**src/rtl/waveform_combiner.sv**
```systemverilog
// Serial NUM_VOICES-voice mixer: snapshot on strobe, one voice added per clock, then scale.
// Optional macro COMB_SAT_EN selects saturating-sum scaling instead of divide-by-NUM_VOICES.
module waveform_combiner #(
    parameter int NUM_VOICES = 4,
    parameter int SAMPLE_W   = 8
) (
    input  logic                           clk,
    input  logic                           n_rst,
    input  logic                           sample_strobe,
    input  logic [NUM_VOICES*SAMPLE_W-1:0] voice_samples,
    input  logic [NUM_VOICES-1:0]          voice_en,
    output logic [SAMPLE_W-1:0]            comb_waveform,
    output logic                           comb_valid,
    output logic                           busy,
    output logic                           overrun
);
    localparam int IDX_W = $clog2(NUM_VOICES);
    localparam int ACC_W = SAMPLE_W + IDX_W;
    localparam logic [IDX_W-1:0] LAST_IDX = IDX_W'(NUM_VOICES - 1);

    typedef enum logic [1:0] {S_IDLE, S_ACCUM, S_SCALE} state_t;

    state_t                          r_state, w_next;
    logic [NUM_VOICES*SAMPLE_W-1:0]  r_snap;
    logic [NUM_VOICES-1:0]           r_en_snap;
    logic [IDX_W-1:0]                r_idx;
    logic [ACC_W-1:0]                r_acc;
    logic [SAMPLE_W-1:0]             r_comb;
    logic                            r_valid;
    logic                            r_overrun;

    logic [SAMPLE_W-1:0]             w_voice;
    logic [SAMPLE_W-1:0]             w_add;
    logic [SAMPLE_W-1:0]             w_scaled;

    assign w_voice = r_snap[r_idx*SAMPLE_W +: SAMPLE_W];
    assign w_add   = r_en_snap[r_idx] ? w_voice : '0;

`ifdef COMB_SAT_EN
    localparam logic [ACC_W-1:0] SAT_MAX = ACC_W'((1 << SAMPLE_W) - 1);
    assign w_scaled = (r_acc > SAT_MAX) ? {SAMPLE_W{1'b1}} : r_acc[SAMPLE_W-1:0];
`else
    // Divide by NUM_VOICES: the top SAMPLE_W bits of the accumulator.
    assign w_scaled = r_acc[ACC_W-1:IDX_W];
`endif

    always_ff @(posedge clk or negedge n_rst) begin
        if (!n_rst) r_state <= S_IDLE;
        else        r_state <= w_next;
    end

    always_comb begin
        w_next = r_state;
        case (r_state)
            S_IDLE:  if (sample_strobe) w_next = S_ACCUM;
            S_ACCUM: if (r_idx == LAST_IDX) w_next = S_SCALE;
            S_SCALE: w_next = S_IDLE;
            default: w_next = S_IDLE;
        endcase
    end

    always_ff @(posedge clk or negedge n_rst) begin
        if (!n_rst) begin
            r_snap    <= '0;
            r_en_snap <= '0;
            r_idx     <= '0;
            r_acc     <= '0;
            r_comb    <= '0;
            r_valid   <= 1'b0;
            r_overrun <= 1'b0;
        end else begin
            r_valid   <= 1'b0;
            // Strobes outside IDLE (including the SCALE cycle) are dropped and flagged.
            r_overrun <= sample_strobe && (r_state != S_IDLE);
            case (r_state)
                S_IDLE: begin
                    if (sample_strobe) begin
                        r_snap    <= voice_samples;
                        r_en_snap <= voice_en;
                        r_acc     <= '0;
                        r_idx     <= '0;
                    end
                end
                S_ACCUM: begin
                    r_acc <= r_acc + {{IDX_W{1'b0}}, w_add};
                    r_idx <= r_idx + 1'b1;
                end
                S_SCALE: begin
                    r_comb  <= w_scaled;
                    r_valid <= 1'b1;
                end
                default: ;
            endcase
        end
    end

    assign comb_waveform = r_comb;
    assign comb_valid    = r_valid;
    assign overrun       = r_overrun;
    assign busy          = (r_state != S_IDLE);

endmodule

```
**config.mk**
```make
export PLATFORM = sky130hd
export DESIGN_NAME = waveform_combiner
export DESIGN_NICKNAME = d
export VERILOG_FILES = /design/src/rtl/waveform_combiner.sv
export SDC_FILE = /design/constraint.sdc
export NUM_CORES = 1
export LEC_CHECK = 0
export BUFFER_PORTS_ARGS = -buffer_cell sky130_fd_sc_hd__buf_4
export CAP_MARGIN = 20
export CORE_MARGIN = 4
export CORE_UTILIZATION = 50
export DETAILED_ROUTE_END_ITERATION = 8
export PLACE_DENSITY = 0.8
export SYNTH_ARGS = -nofsm -noshare
export SYNTH_HDL_FRONTEND = slang
export SYNTH_SLANG_ARGS = --single-unit
export TNS_END_PERCENT = 20
```
**constraint.sdc**
```tcl
create_clock -name clk -period 3.7 [get_ports clk]
set_input_delay 0.185 -clock clk [delete_from_list [all_inputs] [get_ports clk]]
set_output_delay 0.185 -clock clk [all_outputs]
set_load 0.005 [all_outputs]
```
==> results of run 1 <==
==> final timing paths <==
| kind | endpoint | depth (start not counted) | slack [ns] | startpoint |
|---|---|---|---|---|
| hold / removal | r_snap[22] | 3 | 0.03 | voice_samples[22] |
| hold reg to reg | r_snap[27] | 2 | 0.47 | r_snap[27] |
| max in group asynchronous | r_en_snap[3] | 2 | 2.74 | n_rst |
| setup reg to reg | r_acc[8] | 10 | 0.68 | r_idx[0] |
| min in group asynchronous | overrun | 2 | 0.45 | n_rst |
| setup / recovery | r_acc[8] | 10 | 0.68 | r_idx[0] |
==> sequential cells by signal, summed over array words and instances, names as in the netlist <==
signal         count
comb_valid         1
r_en_snap          4
overrun            1
comb_waveform      8
r_state            2
r_idx              2
r_snap            32
r_acc             10
==> power by group through the flow <==
stage,Sequential [W],Combinational [W],Clock [W]
3_5_place_dp,0.00118,0.00139,0
2_1_floorplan,0.00111,0.00106,0
4_1_cts,0.00117,0.00140,0.000627
5_1_grt,0.00121,0.00157,0.000666
3_3_place_gp,0.00117,0.00132,0
6_report,0.00118,0.00139,0.000616
==> worst register-to-register path, delay by kind of cell, from the launching register on <==
kind,cells,cell delay [ns]
AO/OA/AOI/OAI,3,0.55
adder cells (fa/ha/maj),2,0.46
buffers and inverters,1,0.07
flip-flops,1,0.71
multiplexers,1,0.57
AND/OR/NAND/NOR,3,0.58
==> through the flow <==
| stage | hold WS, ns | cells | util, % |
|---|---|---|---|
| final | 0.0280 | 423 | 63.6 |
| after global routing | 0.0165 | 423 | 63.6 |
| after CTS | 0.0223 | 423 | 63.6 |
| after detailed placement | 0.291 | 407 | 59.8 |
| after global placement | 0.287 | 406 | 59.3 |
| after floorplan | -0.111 | 297 | - |
==> per-layer routing <==
metal / share of wire, % / track usage, %
met2: 48 / 28.0
met1: 44 / 22.7
met4: 1.2 / 6.87
met3: 6.9 / 6.42
met5: 0 / 0
==> cells by family after synthesis <==
family | Yosys count
buffers and inverters | 20
adders and majority gates | 10
AOI/OAI and AO/OA | 38
DFF | 60
xor gates and xnor gates | 3
and+or+nand+nor | 148
muxes | 18
==> cell usage in the layout, fill, tap and decap left out, types with 4 or more instances in the layout <==
cell / netlist / final
nand2_1: 118 / 118
dfrtp_1: 60 / 60
buf_4: 1 / 51
o21ai_0: 15 / 15
mux2_2: 9 / 9
ha_1: 9 / 9
clkbuf_8: 0 / 9
nand3_1: 8 / 8
mux4_2: 7 / 7
inv_1: 6 / 6
and2b_1: 6 / 6
a211oi_1: 4 / 4
nor2_1: 4 / 4
clkinv_2: 0 / 4
==> cell type report <==
type / instances / area (um2)
fillers: 473 / 2030
multi-input cells: 217 / 1310
clock inverters: 6 / 80.1
well taps: 72 / 90.1
inverters: 6 / 22.5
clock buffers: 9 / 124
flip-flops and latches: 60 / 1500
repair buffers: 53 / 420
==> timing repair <==
action / in CTS / in global routing
hold endpoints to repair: 60 / 0
hold buffers: 1 / 0
setup buffers: 0 / 0
==> impl.org, run 1 <==
** Synthesis
- Of the total synthesized cell area, the portion taken by XOR and XNOR cells is 0.909%.
- The commonest cells after synthesis are 118 x nand2_1, 60 x dfrtp_1, 15 x o21ai_0.
- Summing every instance area after synthesis gives 2890 um2.
- Yosys warning total :: 0
- In the post-synthesis netlist, the cell with the most instances is nand2_1.
- By area, the combinational part of the netlist is dominated by simple AND/OR/NAND/NOR gates.
- After synthesis, the cell types taking the most area are dfrtp_1 52%, nand2_1 15%, mux4_2 5.5%.
- After Yosys synthesis, full adders, half adders and majority gates account for 4.59% of the synthesized area.
- The number of nets handed over by synthesis was 346.
- Summing the areas of all compound-gate instances in the mapped netlist gives 8.52% of the synthesized area.
- Top flip-flop cell by instance count after synthesis :: dfrtp_1
- Post-Synthesis Cells :: 297
- Post-synthesis share of cell area spent on and, or, nand and nor gates :: 21.5%
- Count of flip-flops with a built-in enable after synthesis :: 0
- A synthesized cell averages 9.74 um2.
- Sequential elements use 51.9% of the synthesized area.
- Cell type with the highest aggregate area in the netlist :: dfrtp_1
- Counting flops with an async set or reset pin after synthesis yields a share of 100%.
- Counting distinct cell types in the post-synthesis netlist gives 37.
- Share of cell area taken by muxes after synthesis :: 9.65%
- Area fraction of the dominant cell type after synthesis :: 51.9%
- After synthesis the netlist holds a flip-flop and latch count of 60.

** Timing
- Least setup slack across all paths after layout :: 0.675 ns
- Setup skew after layout :: 0.0100 ns
- For the finished layout, the period the worst path requires is 3.02 ns.
- The count of pins over their slew limit is 0.
- Relative slew slack :: 50.5%
- Setup TNS :: 0 ns
- Maximum clock frequency :: 0.331 GHz
- Final hold violation count :: 0
- Final setup fails :: 0
- Unrepaired setup endpoints after global routing :: no
- Slew at the pin with the worst max-slew slack :: 0.743 ns
- The final critical path takes up 81.7% of the cycle.

** Die
- Overall die area :: 7060 um2
- Initial core utilization :: 51.9%
- Ports :: 50
- Vert. Die Dim :: 84.0 um
- Core outline area :: 5570 um2
- In this run the core area contains 27 standard-cell rows.
- Die X-Extent :: 84.0 um

** CTS
- PostCTS Resize Cnt :: 0
- After clock tree synthesis, the clock-pin slew on the worst setup and hold paths is 0.07 ns.
- The clock tree synthesis step divided the H-tree into 3 levels.
- TritonCTS built the clock tree.
- For the worst-skew pair, the clock arrives at the later sink with an insertion delay of 0.34 ns.
- CTS saw 60 sinks.
- Buffers inserted during clock tree synthesis total 9.
- Number of buffers on the longest clock path :: 2
- Clock tree synthesis selected as its root buffer the cell clkbuf_8.

** GRT
- The initial antenna violation count was 0.
- Final global-route overflow total :: 0
- GRT Total Usage :: 17.9%
- Entering global routing, the biggest net connects 61 pins.
- The number of global-route vias before repair came to 2230.
- First-pass GRT wire length :: 10100 um

** Cells and area
- Final design instance area without fill :: 3550 um2
- Count of inserted antenna diode cells :: 0
- After the last flow step, the layout net total stands at 396.
- In the final layout, the share of cells above drive strength 1 is 24.2%.
- Area growth from synthesis to layout :: 22.6%

** Place
- Placement Setup Slack :: 0.669 ns
- Summed over all nets, the half-perimeter wirelength after detailed placement is 4250 um.
- Number of buffer cells added on primary ports :: 49
- Placer's final routability congestion estimate :: 0.855
- In this run the cell area measured after placement is 3330 um2.

** Drt
- The first routing iteration left 85 violations.
- Summing over every cut layer, the via total after detailed routing is 2221.
- Routed vias/inst :: 5.25
- Detailed Routing Iterations Pass 1 :: 4
- Total Routed Length :: 5920 um
- Once detail routing completed, the nets flagged for antenna violations numbered 0.
- Drt drc :: 0
- Dividing the detail-routed wire length by the instance count gives 14.0 um.

** Worst hold path
- Type of the worst min-delay path :: in -> reg

** Pwr
- Internal power comes to 0.00202 W.
- Total power :: 0.00318 W
- For this design the total switching power over the nets is 0.00116 W.
- Net switching is 36.6% of the power.
- Sequential cells account for 37.0% of the total power.
- Summed over all cells, the static leakage comes to 1.81 nW.
- Power density over the cells :: 897 nW/um2
- The clock network burns 19.4% of the power.
- Combinational cells account for 43.6% of the total power.
- VDD sags by at most 0.426 mV.

** Setup path
- Critical Path AT :: 3.26 ns
- Maximum fanout along the worst path :: 14
- Counting both buffers and inverters, the worst setup path holds a total of 1.
- Critical path data required time :: 3.94 ns
- The worst setup path is captured at a flip-flop.
- Largest stage delay on the critical path :: 0.71 ns
- The slowest stage of the critical path is the dfrtp_1 cell.
- Crit Path Category :: reg -> reg
- The signal on the critical path passes through mux4_2, and2b_1, ha_1, inv_1, fa_1, nor2b_4, o31a_1, o21a_1, or3_1, o311ai_1.
- Startpoint type of the worst setup path :: flip-flop
- The kind of cell with the highest combined delay along the critical path is flip-flops.

** Outcome
- Outcome :: finished, final reports clean

** Job
- Across the run, the number of max-cap violations was 0.
Power figures use the tool's default switching activity.
==> run 2, diff against run 1 <==
- ABC_AREA: unset -> 1
- PLACE_DENSITY: 0.8 -> 0.83
- clock period: 3.7 -> 2.5 ns (I/O delays scaled with it)
==> run 2 against run 1 <==
Against the previous run: cell area grew 13%; non-clock buffer count grew 40; maximum frequency grew 30%; wire length grew 22%; largest cell class unchanged; highest routed layer unchanged; sequential share of layout area shrank 4.8 points; utilization grew 4.1 points; combinational power grew 75%; critical path depth grew 4; register-to-register slack lost 0.50 ns.
==> impl.org, run 2 <==
** Setup path
- The biggest cell delay along the critical path came to 0.47 ns (-0.24 ns).
- CP max-delay cell :: dfrtp_2
- The worst setup path is captured at a flip-flop.
- Crit Path Category :: reg -> reg
- Critical path data required time :: 2.74 ns (-1.20 ns)
- The arrival time at the worst endpoint came to 2.57 ns (-0.69 ns).
- Crit path cell chain :: buf_4, buf_4, o21ai_0, o22ai_1, nand2_1, inv_1, ha_1, nand2_1, nor2_1, nand3_1, nand3_1, nand3_1, nand2_1, inv_1
- Depth of the most critical reg-to-reg path :: 14 (+4)
- STA classifies the critical path startpoint as a flip-flop.
- The biggest fanout along the worst timing path was 7 (-7).

** Cells and area
- Highest-count cells in the layout ignoring fill and taps :: 172 x nand2_1, 58 x dfrtp_1, 57 x buf_4
- Leaving out fill and tap cells, the most frequent cell in the layout is nand2_1.
- Flip-flop count of the largest register after layout :: 32 (unchanged)
- Core Util, Final :: 67.7% (+4.1 points)
- Register ranked first by flip-flop count :: r_snap
- Area growth from synthesis to layout :: 31.9%
- Number of fill cells :: 476 (+0.63%)
- Share of post-route cells with drive strength above 1 :: 19.1% (-5.1 points)
- # nets final :: 527 (+33%)
- The final antenna diode count was 0 (unchanged).

** Synthesis
- Cell Area, Synth :: 3040 um2 (+5.1%)
- Area fraction of the dominant cell type after synthesis :: 49.4% (-2.5 points)
- Post-Synthesis Cells :: 386 (+30%)
- In the synthesized netlist the dominant register cell turns out to be dfrtp_1.
- Synthesized flop and latch total :: 60 (unchanged)
- Most numerous cell types in the synthesized netlist :: 172 x nand2_1, 60 x dfrtp_1, 32 x inv_1
- The total nets after synthesis is 435 (+26%).
- By instance count, the leading cell after synthesis is nand2_1.
- Unique cell type count in the Yosys netlist :: 29 (-22%)
- The largest total area in the synthesized netlist belongs to dfrtp_1.
- Yosys warning total :: 0 (unchanged)
- Share of flip-flops with an asynchronous set or reset :: 100% (unchanged)
- The number of enable-type register cells in the synthesized netlist is 0 (unchanged).
- The sequential element share of the synthesized area was 49.4% (-2.5 points).
- Ranking of synthesized cells by area :: dfrtp_1 49%, nand2_1 21%, inv_1 4.0%
- Mean area per synthesized cell :: 7.87 um2 (-19%)

** Timing
- Final hold violation count :: 0 (unchanged)
- Setup skew after layout :: 0.00761 ns (-0.00239 ns)
- The post-layout minimum cycle time was 2.33 ns (-0.696 ns).
- Relative slew slack :: 50.5% (about the same)
- The final number of setup-violating endpoints was 0 (unchanged).
- The worst hold slack after final layout was 0.0192 ns (-0.00884 ns).
- Number of slew-limit violations in the final report :: 0 (unchanged)
- The pin slew with the least headroom to its limit was 0.743 ns (+0.000449 ns).
- Maximum clock frequency :: 0.429 GHz (+30%)
- Final period utilization :: 93.1% (+11 points)

** Pwr
- Switching part of the total :: 42.7% (+6.1 points)
- Portion of total power attributed to sequential cells :: 35.2% (-1.8 points)
- Highest ir drop seen on vdd :: 0.622 mV (+46%)
- The leakage dissipation is 2.19 nW (+21%).
- Relative contribution of combinational cells to total power :: 49.3% (+5.7 points)
- The internal power consumption is 0.00283 W (+40%).
- The switching power is 0.00210 W (+81%).
- The total power per unit cell area came to 1230 nW/um2 (+37%).
- Power share of the clock group :: 15.5% (-3.9 points)

** Die
- The core box area was 5920 um2 (+6.2%).
- The floorplan die area was 7390 um2 (+4.6%).
- Vert. Die Dim :: 86.0 um (+2.3%)
- The number of core rows came to 28 (+3.7%).
- The count of boundary I/O pins was 50 (unchanged).
- The effective utilization at floorplan was 51.3% (-0.54 points).
- Die X-Extent :: 86.0 um (+2.3%)

** GRT
- First-pass GRT wire length :: 12200 um (+22%)
- The global-route usage over all layers is 21.1% (+3.2 points).
- The initial antenna violation count is 0 (unchanged).
- The number of global-route vias before repair came to 2824 (+27%).
- The overall overflow remaining after global route came to 0 (unchanged).
- Largest net degree at the start of global routing :: 61 (unchanged)

** Drt
- The number of iterations in the first detailed-routing pass came to 4 (unchanged).
- The residual antenna-violating net count after detailed routing is 0 (unchanged).
- The per-cell routed wire length is 12.9 um (-7.5%).
- Total Routed Length :: 7210 um (+22%)
- The total DRC errors in the routed layout came to 0 (unchanged).
- Detailed router's first-iteration violation count :: 158 (+86%)
- Routed vias/inst :: 5.11 (-2.8%)
- The total vias in the final route was 2844 (+28%).

** CTS
- Clock-pin slew reported for the worst setup and hold paths after clock tree synthesis :: 0.07 ns (about the same)
- Root cell of the clock tree :: clkbuf_8
- The H-tree depth was 3 (unchanged).
- The count of clock tree sinks was 60 (unchanged).
- CTS tree :: built
- CTS Buf Count :: 9 (unchanged)
- Number of buffers on the longest clock path :: 2 (unchanged)
- The clock latency at the later pin of the worst-skew pair is 0.34 ns (about the same).

** Worst hold path
- The worst hold path cell count was 3 (unchanged).
- Type of the worst min-delay path :: in -> reg

** Place
- The number of buffers added on ports came to 49 (unchanged).
- The half-perimeter wire length after detailed placement came to 4920 um (+16%).
- Placer's final routability congestion estimate :: 0.872 (+2.0%)

** Outcome
- The flow ran to the end, and the final reports show no timing, DRC or antenna violations.

** Job
- Max capacitance violation total :: 0 (unchanged)
[run 2: changes by cell type in the layout (fill, tap and decap cells not counted), moves of 5 or more]
cell / before / now
mux4_2: 7 / 0
inv_1: 6 / 32
buf_4: 51 / 57
o21ai_1: 0 / 13
o22ai_1: 0 / 11
inv_2: 0 / 5
nand2_1: 118 / 172
nor2_1: 4 / 24
mux2_2: 9 / 0
and2b_1: 6 / 0
dlygate4sd3_1: 1 / 36
[run 2: area by class of cell]
type | instances | area (um2) | share of cell area, %
flip-flops and latches | 60 | 1500 | 37.5
multi-input cells | 275 | 1300 | 32.4
repair buffers | 93 | 788 | 19.7
clock buffers | 13 | 159 | 3.97
inverters | 39 | 154 | 3.84
well taps | 75 | 93.8 | 2.34
clock inverters | 2 | 10.0 | 0.250
[run 2: metal layers]
layer  GRT usage (%)  routed length [um]
met1            25.4                3000
met3            4.32                 367
met4            11.2                 240
met5               0                   0
met2            35.6                3600
[run 2: worst max-delay path, delay by kind of cell, from the launching register on]
kind	cells	cell delay, ns
adder cells (fa/ha/maj)	1	0.37
flip-flops	1	0.47
AO/OA/AOI/OAI	2	0.35
buffers and inverters	4	0.40
AND/OR/NAND/NOR	7	0.64
[run 2: cells by family after synthesis]
| group | Yosys count | share of synthesized area, % |
|---|---|---|
| compound gates | 47 | 9.06 |
| flops | 60 | 49.4 |
| buf+inv | 51 | 8.36 |
| xor+xnor | 1 | 0.288 |
| fa+ha+maj | 10 | 4.36 |
| simple gates | 217 | 28.5 |
[run 2: power groups by stage]
stage / combinational, W / clock, W / sequential (W)
floorplan: 0.00175 / 0 / 0.00164
global placement: 0.00212 / 0 / 0.00174
detailed placement: 0.00223 / 0 / 0.00176
CTS: 0.00229 / 0.000781 / 0.00175
global route: 0.00276 / 0.000825 / 0.00179
finish: 0.00243 / 0.000763 / 0.00174
[run 2: timing repair]
action | 4_1_cts | 5_1_grt
hold endpoints to repair | 95 | 0
buffers inserted | 0 | 6
endpoints found under the setup margin | 2 | 4
pin swaps | 0 | 1
hold buffers | 36 | 0
gates resized for setup | 1 | 8
[run 2: worst paths after layout]
| kind | from | to | slack [ns] |
|---|---|---|---|
| max in group asynchronous | n_rst | r_idx[1] | 1.57 |
| setup / recovery | r_idx[0] | r_acc[9] | 0.17 |
| hold reg to reg | comb_waveform[5] | comb_waveform[5] | 0.48 |
| setup reg to reg | r_idx[0] | r_acc[9] | 0.17 |
| min in group asynchronous | n_rst | comb_waveform[3] | 0.39 |
| hold / removal | sample_strobe | overrun | 0.02 |
[run 2: metrics by stage]
stage                     setup slack [ns]  instances  setup TNS, ns  power [W]  area [um2]
after floorplan                      0.267        386              0    0.00339        3040
after global placement               0.130        500              0    0.00385        3410
after detailed placement           -0.0676        500        -0.0747    0.00399        3410
after CTS                          0.00300        551              0    0.00481        3940
after global routing              -0.00187        557       -0.00187    0.00538        4010
final                                0.171        557              0    0.00493        4010
==> run 3, diff against run 2 <==
- ABC_AREA: 1 -> unset
- BUFFER_PORTS_ARGS: -buffer_cell sky130_fd_sc_hd__buf_4 -> unset
- DONT_BUFFER_PORTS: unset -> 1
- PLACE_DENSITY: 0.83 -> 0.73
- clock period: 2.5 -> 2.3 ns (I/O delays scaled with it)
==> run 3 against run 2 <==
Against the previous run: the run now ends with negative setup slack left; total power up 8.7%; non-clock buffer count down 30; maximum frequency down 12%; utilization down 0.28 points; first-iteration DRC count down 42%; worst setup slack worse by 0.52 ns; sequential power up 8%; sequential cell count unchanged; critical path type unchanged.
==> impl.org, run 3 (same netlist as run 1, synthesis figures left out) <==
** Outcome
- The run finished, with violations left.
- The final reports fail on negative setup slack.

** Cells and area
- The register with the most flip-flops in the final layout is r_snap.
- Area growth from synthesis to layout :: 29.9%
- Multi-input logic area :: 1350 um2 (+3.8%)
- The sequential cell area came to 1500 um2 (about the same).
- Core Util, Final :: 67.4% (-0.28 points)
- The final-layout fill cell count came to 434 (-8.8%).
- The final antenna diode count is 0 (unchanged).
- # nets final :: 406 (-23%)
- In the layout the commonest cells are 118 x nand2_1, 59 x dfrtp_1, 38 x dlygate4sd3_1.
- Share of post-route cells with drive strength above 1 :: 18.2% (-0.86 points)
- The number of flip-flops under the largest register name is 32 (unchanged).
- Leaving out fill and tap cells, the most frequent cell in the layout is nand2_1.

** CTS
- The count of clock tree sinks is 60 (unchanged).
- H-tree lvl count :: 3 (unchanged)
- The clock-pin transition on the worst setup and hold timing paths is 0.06 ns (about the same).
- CTS tree :: built
- Number of buffers on the longest clock path :: 2 (unchanged)
- Post CTS Setup Buffer Count :: 0 (unchanged)
- Root cell of the clock tree :: clkbuf_8
- Worst-skew pair later-pin latency :: 0.34 ns (about the same)
- CTS Buf Count :: 9 (unchanged)

** Setup path
- The worst path buffer plus inverter count came to 1 (-3).
- The biggest cell delay along the critical path is 0.54 ns (+0.07 ns).
- The arrival time at the worst endpoint came to 2.88 ns (+0.31 ns).
- Startpoint type of the worst setup path :: flip-flop
- Maximum fanout along the worst path :: 8 (+1)
- Crit path cell chain :: mux4_2, and2b_1, ha_2, inv_2, fa_2, nor2b_4, o31a_1, o21a_1, or3_1, o311ai_1
- The endpoint required time on the critical path was 2.54 ns (-0.20 ns).
- The worst setup path is captured at a flip-flop.
- The setup path with the least slack is of type reg -> reg.
- On the critical path, the stage with the largest delay is an instance of mux4_2.
- Family of cells with the greatest summed delay on the critical path :: multiplexers

** Place
- The number of buffers added on ports is 0 (-100%).
- Placer's final routability congestion estimate :: 0.912 (+4.6%)
- The half-perimeter wire length after detailed placement is 4100 um (-17%).
- The pre-CTS setup slack was -0.361 ns (-0.293 ns).

** Timing
- Slew at the pin with the worst max-slew slack :: 0.652 ns (-0.0916 ns)
- The final count of hold timing violations is 0 (unchanged).
- Final setup fails :: 6 (+6)
- Final period utilization :: 115% (+22 points)
- Least setup slack across all paths after layout :: -0.345 ns (-0.517 ns)
- The count of pins over their slew limit came to 0 (unchanged).
- The post-route clock skew was 0.00614 ns (-0.00147 ns).
- Maximum clock frequency :: 0.378 GHz (-12%)
- Relative slew slack :: 56.6% (+6.1 points)
- Unrepaired setup endpoints after global routing :: yes
- The post-layout minimum cycle time is 2.65 ns (+0.317 ns).
- The aggregate negative setup slack is -1.26 ns (-1.26 ns).

** Drt
- Routed length per instance :: 14.4 um (+11%)
- The number of violations reported at the end of detailed-routing iteration 0 was 91 (-42%).
- The detailed-route vias per instance was 5.18 (+1.5%).
- Detailed Routing Iterations Pass 1 :: 4 (unchanged)
- Remaining antenna violation count :: 0 (unchanged)
- The total vias in the final route came to 2250 (-21%).
- The total DRC errors in the routed layout is 0 (unchanged).
- The post-detailed-routing wire length came to 6260 um (-13%).

** GRT
- The first-pass GRT wire length came to 11000 um (-10%).
- Number of global-route vias before repair :: 2445 (-13%)
- Largest net degree at the start of global routing :: 61 (unchanged)
- Antenna violations before repair :: 0 (unchanged)
- The global-route usage over all layers came to 19.5% (-1.7 points).
- Final global-route overflow total :: 0 (unchanged)

** Die
- Ports :: 50 (unchanged)
- The floorplan die area came to 7060 um2 (-4.4%).
- The core box area was 5570 um2 (-5.9%).
- Die X-Extent :: 84.0 um (-2.2%)
- The die span in y is 84.0 um (-2.2%).
- The effective utilization at floorplan is 51.9% (+0.54 points).
- Core Rows :: 27 (-3.6%)

** Pwr
- The leakage dissipation came to 1.83 nW (-17%).
- Power density over the cells :: 1430 nW/um2 (+16%)
- The peak supply drop is 0.710 mV (+14%).

** Job
- Max capacitance violation total :: 0 (unchanged)

** Worst hold path
- In this run the worst hold path is classified as in -> reg.
[run 3: final cells by class]
| type | instances | area share [%] |
|---|---|---|
| clock inverter | 4 | 1.27 |
| timing repair buffer | 63 | 15.8 |
| inverter | 6 | 0.599 |
| multi-input combinational | 217 | 35.9 |
| tap | 72 | 2.40 |
| sequential | 60 | 40.0 |
| clock buffer | 12 | 4.13 |
[run 3: worst reg2reg max path, stage by stage (launching register included)]
cell      delay [ns]
dfrtp_2         0.47
mux4_2          0.54
and2b_1         0.18
ha_2            0.17
inv_2           0.06
fa_2            0.23
nor2b_4         0.05
o31a_1          0.25
o21a_1          0.22
or3_1           0.31
o311ai_1        0.07
[run 3: metal layers]
| metal | vias to the layer above | track usage [%] | share of wire (%) |
|---|---|---|---|
| met5 | - | 0 | 0 |
| met4 | 0 | 6.87 | 1.4 |
| met3 | 10 | 5.43 | 3.8 |
| met2 | 41 | 32.5 | 50 |
| met1 | 1085 | 24.1 | 44 |
| li1 | 1114 | - | - |
[run 3: path summary, 6_finish.rpt]
| path | startpoint | endpoint | slack, ns | depth (start not counted) |
|---|---|---|---|---|
| worst min-delay path | sample_strobe | r_snap[12] | 0.17 | 4 |
| worst max-delay path | r_idx[0] | r_acc[8] | -0.35 | 10 |
| max in group asynchronous | n_rst | r_idx[0] | 1.73 | 2 |
| min in group asynchronous | n_rst | comb_valid | 0.31 | 2 |
| worst min register to register | r_snap[20] | r_snap[20] | 0.47 | 2 |
| worst max register to register | r_idx[0] | r_acc[8] | -0.35 | 10 |
[run 3: metrics by stage]
stage	cell area, um2	std cells	hold slack, ns	total power (W)
floorplan	2910	297	-0.181	0.00351
global placement	3110	379	-0.179	0.00413
detailed placement	3110	379	-0.179	0.00424
CTS	3740	434	0.157	0.00536
global route	3760	434	0.179	0.00582
finish	3760	434	0.170	0.00536
[run 3: power by group]
part	leakage, nW	internal (W)	switching, W
Combinational	0.985	0.00129	0.00123
Sequential	0.741	0.00155	0.000326
Clock	0.102	0.000556	0.000404
Total	1.83	0.00340	0.00196
[run 3: what timing repair did]
item | in CTS | in global routing
gates resized for setup | 5 | 2
hold buffers | 39 | 0
pin swaps | 6 | 1
hold endpoints to repair | 97 | 0
setup endpoints to repair | 6 | 7
